==> config.mk <==
export PLATFORM = sky130hd
export DESIGN_NAME = snes_clk_rst_ctrl
export DESIGN_NICKNAME = d
export VERILOG_FILES = /design/src/rtl/snes_clk_rst_ctrl.sv
export SDC_FILE = /design/constraint.sdc
export NUM_CORES = 1
export LEC_CHECK = 0
export CAP_MARGIN = 20
export CORE_UTILIZATION = 61
export CTS_CLUSTER_DIAMETER = 40
export CTS_CLUSTER_SIZE = 8
export DETAILED_ROUTE_END_ITERATION = 10
export PLACE_DENSITY = 0.84
export SETUP_SLACK_MARGIN = 0.4
export SYNTH_ARGS = -nofsm -noshare
export SYNTH_HDL_FRONTEND = slang
export SYNTH_SLANG_ARGS = --single-unit
==> constraint.sdc <==
create_clock -name clk -period 5.72 [get_ports clk]
set_input_delay 1.43 -clock clk [delete_from_list [all_inputs] [get_ports clk]]
set_output_delay 1.43 -clock clk [all_outputs]
set_load 0.05 [all_outputs]
==> src/rtl/snes_clk_rst_ctrl.sv <==
// PLL-lock qualification, system reset sequencing and master-clock enable
// generation for the single-clock SNES core on Primer25K.
module snes_clk_rst_ctrl #(
  parameter int CE_DIV      = 6,
  parameter int LOCK_STABLE = 1024,
  parameter int RESET_HOLD  = 256,
  parameter int SYNC_STAGES = 2
) (
  input  logic       clk,
  input  logic       resetn,
  input  logic       pll_lock,
  input  logic       soft_reset,
  output logic       sys_resetn,
  output logic       pll_ready,
  output logic       mclk_ce,
  output logic [2:0] phase,
  output logic [7:0] lock_loss_cnt
);

  typedef enum logic [1:0] {WAIT_LOCK, STABLE, HOLD, RUN} state_t;

  localparam logic [2:0]  PHASE_LAST  = 3'(CE_DIV - 1);
  localparam logic [15:0] STABLE_LAST = 16'(LOCK_STABLE - 1);
  localparam logic [15:0] HOLD_LAST   = 16'(RESET_HOLD - 1);

  state_t                 state, state_nxt;
  logic [15:0]            cnt, cnt_nxt;
  logic [SYNC_STAGES-1:0] lock_sync;
  logic                   lock_s;
  logic                   loss_inc;
  logic [2:0]             phase_nxt;

  assign lock_s    = lock_sync[SYNC_STAGES-1];
  assign phase_nxt = (phase == PHASE_LAST) ? 3'd0 : phase + 3'd1;

  // NOTE: every output defaults first so no path through the case infers a latch.
  always_comb begin
    state_nxt = state;
    cnt_nxt   = cnt;
    loss_inc  = 1'b0;
    case (state)
      WAIT_LOCK: begin
        if (lock_s) begin
          state_nxt = STABLE;
          cnt_nxt   = 16'd0;
        end
      end
      STABLE: begin
        if (!lock_s) begin
          state_nxt = WAIT_LOCK;
          cnt_nxt   = 16'd0;
        end else if (cnt == STABLE_LAST) begin
          state_nxt = HOLD;
          cnt_nxt   = 16'd0;
        end else begin
          cnt_nxt = cnt + 16'd1;
        end
      end
      HOLD: begin
        // Leaving only at the last phase makes sys_resetn rise with phase 0.
        if (!lock_s) begin
          state_nxt = WAIT_LOCK;
          cnt_nxt   = 16'd0;
        end else if (cnt >= HOLD_LAST && phase == PHASE_LAST) begin
          state_nxt = RUN;
        end else if (cnt != 16'hFFFF) begin
          cnt_nxt = cnt + 16'd1;
        end
      end
      RUN: begin
        if (!lock_s) begin
          state_nxt = WAIT_LOCK;
          loss_inc  = 1'b1;
        end else if (soft_reset) begin
          state_nxt = HOLD;
          cnt_nxt   = 16'd0;
        end
      end
      default: state_nxt = WAIT_LOCK;
    endcase
  end

  // NOTE: sequential state uses non-blocking assignments so all flops update together.
  always_ff @(posedge clk or negedge resetn) begin
    if (!resetn) begin
      state         <= WAIT_LOCK;
      cnt           <= 16'd0;
      lock_sync     <= '0;
      phase         <= 3'd0;
      mclk_ce       <= 1'b0;
      sys_resetn    <= 1'b0;
      pll_ready     <= 1'b0;
      lock_loss_cnt <= 8'd0;
    end else begin
      state      <= state_nxt;
      cnt        <= cnt_nxt;
      lock_sync  <= {lock_sync[SYNC_STAGES-2:0], pll_lock};
      phase      <= phase_nxt;
      mclk_ce    <= (phase_nxt == 3'd0);
      sys_resetn <= (state_nxt == RUN);
      pll_ready  <= (state_nxt == HOLD) || (state_nxt == RUN);
      if (loss_inc && lock_loss_cnt != 8'hFF)
        lock_loss_cnt <= lock_loss_cnt + 8'd1;
    end
  end

endmodule

==> summary.md <==
The run finished with clean final reports. The initial utilization of the core area, before any placement, comes to 65.72%. Averaged over all synthesized cells, the footprint is 10.27 um^2. The tools report the number of routed nets with antenna violations as 0. Summed over its instances, the top area cell type makes up 44.41% of the synthesized netlist area. The first global-routing pass estimated 6.417 mm of wire. At the worst endpoint, the required time is 4.29 ns. For the maximum number of pins on one net before global-route repair, the log shows 34. The largest family of logic cells by synthesized area was simple AND/OR/NAND/NOR gates. The post-route netlist has 10.84% of its cells at a drive strength greater than 1. Of all flip-flops after synthesis, the portion carrying an async set or reset was 100.0%. The total overflow left after global routing is 0.

The x dimension of the die was 57.21 um; the detailed-router iteration count before antenna repair was 4. The H-tree was split into 2 levels. Power density over cell area: 350.3 nW/um^2. The tools report the total chip power as 756.9 uW. The tools report the data arrival time of the critical path as 1.67 ns.

The tools report the number of setup buffers added after CTS as 0. The area of the mapped netlist was 1859 um^2; the count of nets after finishing was 213. The kind of start point of the critical path is a flop.

The global-route usage over all layers came out at 25.90%. The count of routing violations after the opening detailed-route iteration is 78, and the post-synthesis to final-layout area growth is 16.22%. Clock latency on the worst-skew pair, taken at its later pin, is 0.35 ns. The total of endpoints with negative setup slack in the final report is 0, and the reported leakage power is 0.0009755 uW.

The setup slack on the worst flop-to-flop path is 3.09 ns. Detailed placement ended at an HPWL of 2.610 mm. In the synthesized netlist, the cells that appear most often are sky130_fd_sc_hd__dfrtp_1 (33), sky130_fd_sc_hd__and3_1 (12), sky130_fd_sc_hd__nand2_1 (12). Most common cell in the synthesized netlist: sky130_fd_sc_hd__dfrtp_1. Setup repair after global routing left no endpoint under its margin. After layout, the minimum clock period comes to 3.102 ns.

The clock transition time at the flip-flop clock pins of the worst setup and hold paths was 0.11 ns; the timing-limited maximum frequency was 322.3 MHz. The multiplexer share of the synthesized area is 1.144%. The tools report the total wire length as 3.751 mm. In this run the worst path has a maximum fanout of 7. The number of buffers and inverters on the critical path is 1. Cell type with the largest total area after synthesis: sky130_fd_sc_hd__dfrtp_1. TritonCTS built the clock tree.

The worst pin sits at a relative slew slack of 57.14%. The synthesized netlist devotes 3.297% of its cell area to XOR and XNOR gates. Sequential elements use 44.41% of the synthesized area.

The count of cells resized by post-cts repair was 0. Of the total synthesized cell area, the portion taken by AND, OR, NAND and NOR gates is 24.76%. After detailed routing, the number of vias per cell comes to 6.440. For the number of max-slew violations in the final report, the log shows 0. CTS saw 33 sinks.

The path type of the worst setup path is reg2out. The maximum count of clock buffers along a single path was 2. CTS placed an instance of sky130_fd_sc_hd__clkbuf_4 at the clock tree root. The largest single stage delay on the critical path is 0.85 ns. The number of antenna violations at the first check in global routing is 0. For the pin with the worst max-slew slack, the measured transition is 0.6370 ns. The reported max-cap violation count came out at 0. The critical path goes through clkdlybuf4s50_1.

The most common flop cell mapped by yosys is sky130_fd_sc_hd__dfrtp_1. The run gives 0 as the number of endpoints with negative hold slack in the final report. IR analysis of the VDD net gives a maximum drop of 0.2825 mV.

Input and output buffers added on the ports amount to 17. In the synthesized netlist, the number of instances is 181. The core region is 2829 um^2.

Synthesis inferred 33 register bits. The congestion estimate from routability-driven global placement came to 0.9022. Summed over all failing endpoints, the final setup total negative slack is 0 ns. Pin placement for this block handled 18 I/O pins. The count of cells in the finished layout, fillers not included, comes to 234.

The worst min-delay path class is reg2reg. The number of global-route vias before repair came out at 1439. The tools report the antenna diode instance count as 0. The detailed-route wire length per cell is 16.03 um.

The run gives 5 as the TritonCTS buffer count. The number of different library cells used by synthesis comes to 49. Post-route clock period utilization: 54.24%. The synthesized netlist devotes 19.52% of its cell area to compound gates. Of the total synthesized cell area, the portion taken by full adders, half adders and majority gates is 4.711%.

Number of placed cells counting well taps: 226. The number of nets handed over by synthesis was 192. The floorplan step set the die height to 57.21 um. The DRC violations left is 0. The cell family contributing the most delay on the critical path was buffers and inverters. By area the synthesized netlist is led by sky130_fd_sc_hd__dfrtp_1 (44%), sky130_fd_sc_hd__ha_1 (4.7%), sky130_fd_sc_hd__and3_1 (4.0%), sky130_fd_sc_hd__a221o_1 (3.8%), sky130_fd_sc_hd__xnor2_1 (2.8%).

The number of enable flip-flop cells after synthesis was 0; the overall die area was 3273 um^2. In this run the core area contains 19 standard-cell rows. The clock skew is 0.01282 ns. The post-cts hold buffer count came out at 0. The worst setup path is captured at an output port.

Number of vias in the routed layout: 1507. The critical path's slowest cell is sky130_fd_sc_hd__clkdlybuf4s50_1. For this run, the number of Yosys warnings is 0.
==> per-layer routing <==
| layer | global-route usage (%) | up-vias | wire length, um |
|---|---|---|---|
| met4 | 11.15 | 0 | 65 |
| met5 | 0 | - | 0 |
| met2 | 40.17 | 49 | 1811 |
| li1 | - | 730 | - |
| met1 | 34.28 | 719 | 1653 |
| met3 | 7.256 | 9 | 220 |
==> final cells by class <==
cell class	count	area, um^2
Clock inverter	3	65.06
Clock buffer	5	37.54
Tap cell	31	38.79
Timing Repair Buffer	18	177.7
Fill cell	195	668.1
Sequential cell	33	825.8
Multi-Input combinational cell	138	993.5
Inverter	6	22.52
==> state kept, by name, indices dropped and copies added (netlist names) <==
name,flops
pll_ready,1
state,1
cnt,16
mclk_ce,1
phase,3
lock_sync,2
sys_resetn,1
lock_loss_cnt,8
==> where the power goes <==
| group | switching [uW] | total, uW | internal, uW |
|---|---|---|---|
| Combinational | 165 | 259 | 93.4 |
| Clock | 81.9 | 217 | 135 |
| Sequential | 26.6 | 281 | 254 |
| Total | 274 | 757 | 483 |
==> metrics by stage <==
stage	area (um^2)	util, %	hold slack [ns]	setup WS [ns]
floorplan	1859	-	0.3312	3.242
global placement	2058	72.76	0.3356	2.567
detailed placement	2058	72.76	0.3389	2.516
CTS	2161	76.38	0.3639	2.606
global route	2161	76.38	0.3788	2.544
finish	2161	76.38	0.3606	2.618
==> cells in the final DEF, fill, tap and decap left out, types with 2 or more instances in the layout <==
cell type,Yosys,layout
sky130_fd_sc_hd__dfrtp_1,33,33
sky130_fd_sc_hd__clkdlybuf4s50_1,0,17
sky130_fd_sc_hd__and3_1,12,12
sky130_fd_sc_hd__nand2_1,12,12
sky130_fd_sc_hd__nor2_1,11,11
sky130_fd_sc_hd__nand3_1,10,10
sky130_fd_sc_hd__a221o_1,7,7
sky130_fd_sc_hd__ha_1,7,7
sky130_fd_sc_hd__inv_1,6,6
sky130_fd_sc_hd__o21ai_0,6,6
sky130_fd_sc_hd__nand4_1,6,6
sky130_fd_sc_hd__nor4_1,6,6
sky130_fd_sc_hd__xnor2_1,6,6
sky130_fd_sc_hd__clkbuf_4,0,5
sky130_fd_sc_hd__nand2b_1,4,4
sky130_fd_sc_hd__a21o_1,4,4
sky130_fd_sc_hd__a211oi_1,4,4
sky130_fd_sc_hd__o31ai_1,3,3
sky130_fd_sc_hd__o21ai_1,3,3
sky130_fd_sc_hd__and4_1,2,2
sky130_fd_sc_hd__and2_1,2,2
sky130_fd_sc_hd__a21oi_1,2,2
sky130_fd_sc_hd__nor3b_1,2,2
sky130_fd_sc_hd__nor3_1,2,2
sky130_fd_sc_hd__or2_2,2,2
sky130_fd_sc_hd__a211o_1,2,2
sky130_fd_sc_hd__bufinv_16,0,2
==> cell families (layout without fill, tap and decap cells) <==
group                    Yosys count  count (layout)
XOR/XNOR                           7               7
multiplexers                       2               2
AO/OA/AOI/OAI                     42              42
adder cells (fa/ha/maj)            7               7
buffers and inverters             10              32
AND/OR/NAND/NOR                   80              80
flip-flops                        33              33
==> worst paths after layout <==
kind,startpoint,endpoint,depth (start not counted)
setup reg to reg,cnt[0],cnt[9],6
setup / recovery,pll_ready,pll_ready,1
max in group asynchronous,resetn,cnt[4],2
hold / removal,lock_sync[0],lock_sync[1],0
min in group asynchronous,resetn,pll_ready,2
hold reg to reg,lock_sync[0],lock_sync[1],0
(Power assumes the default switching activity.)
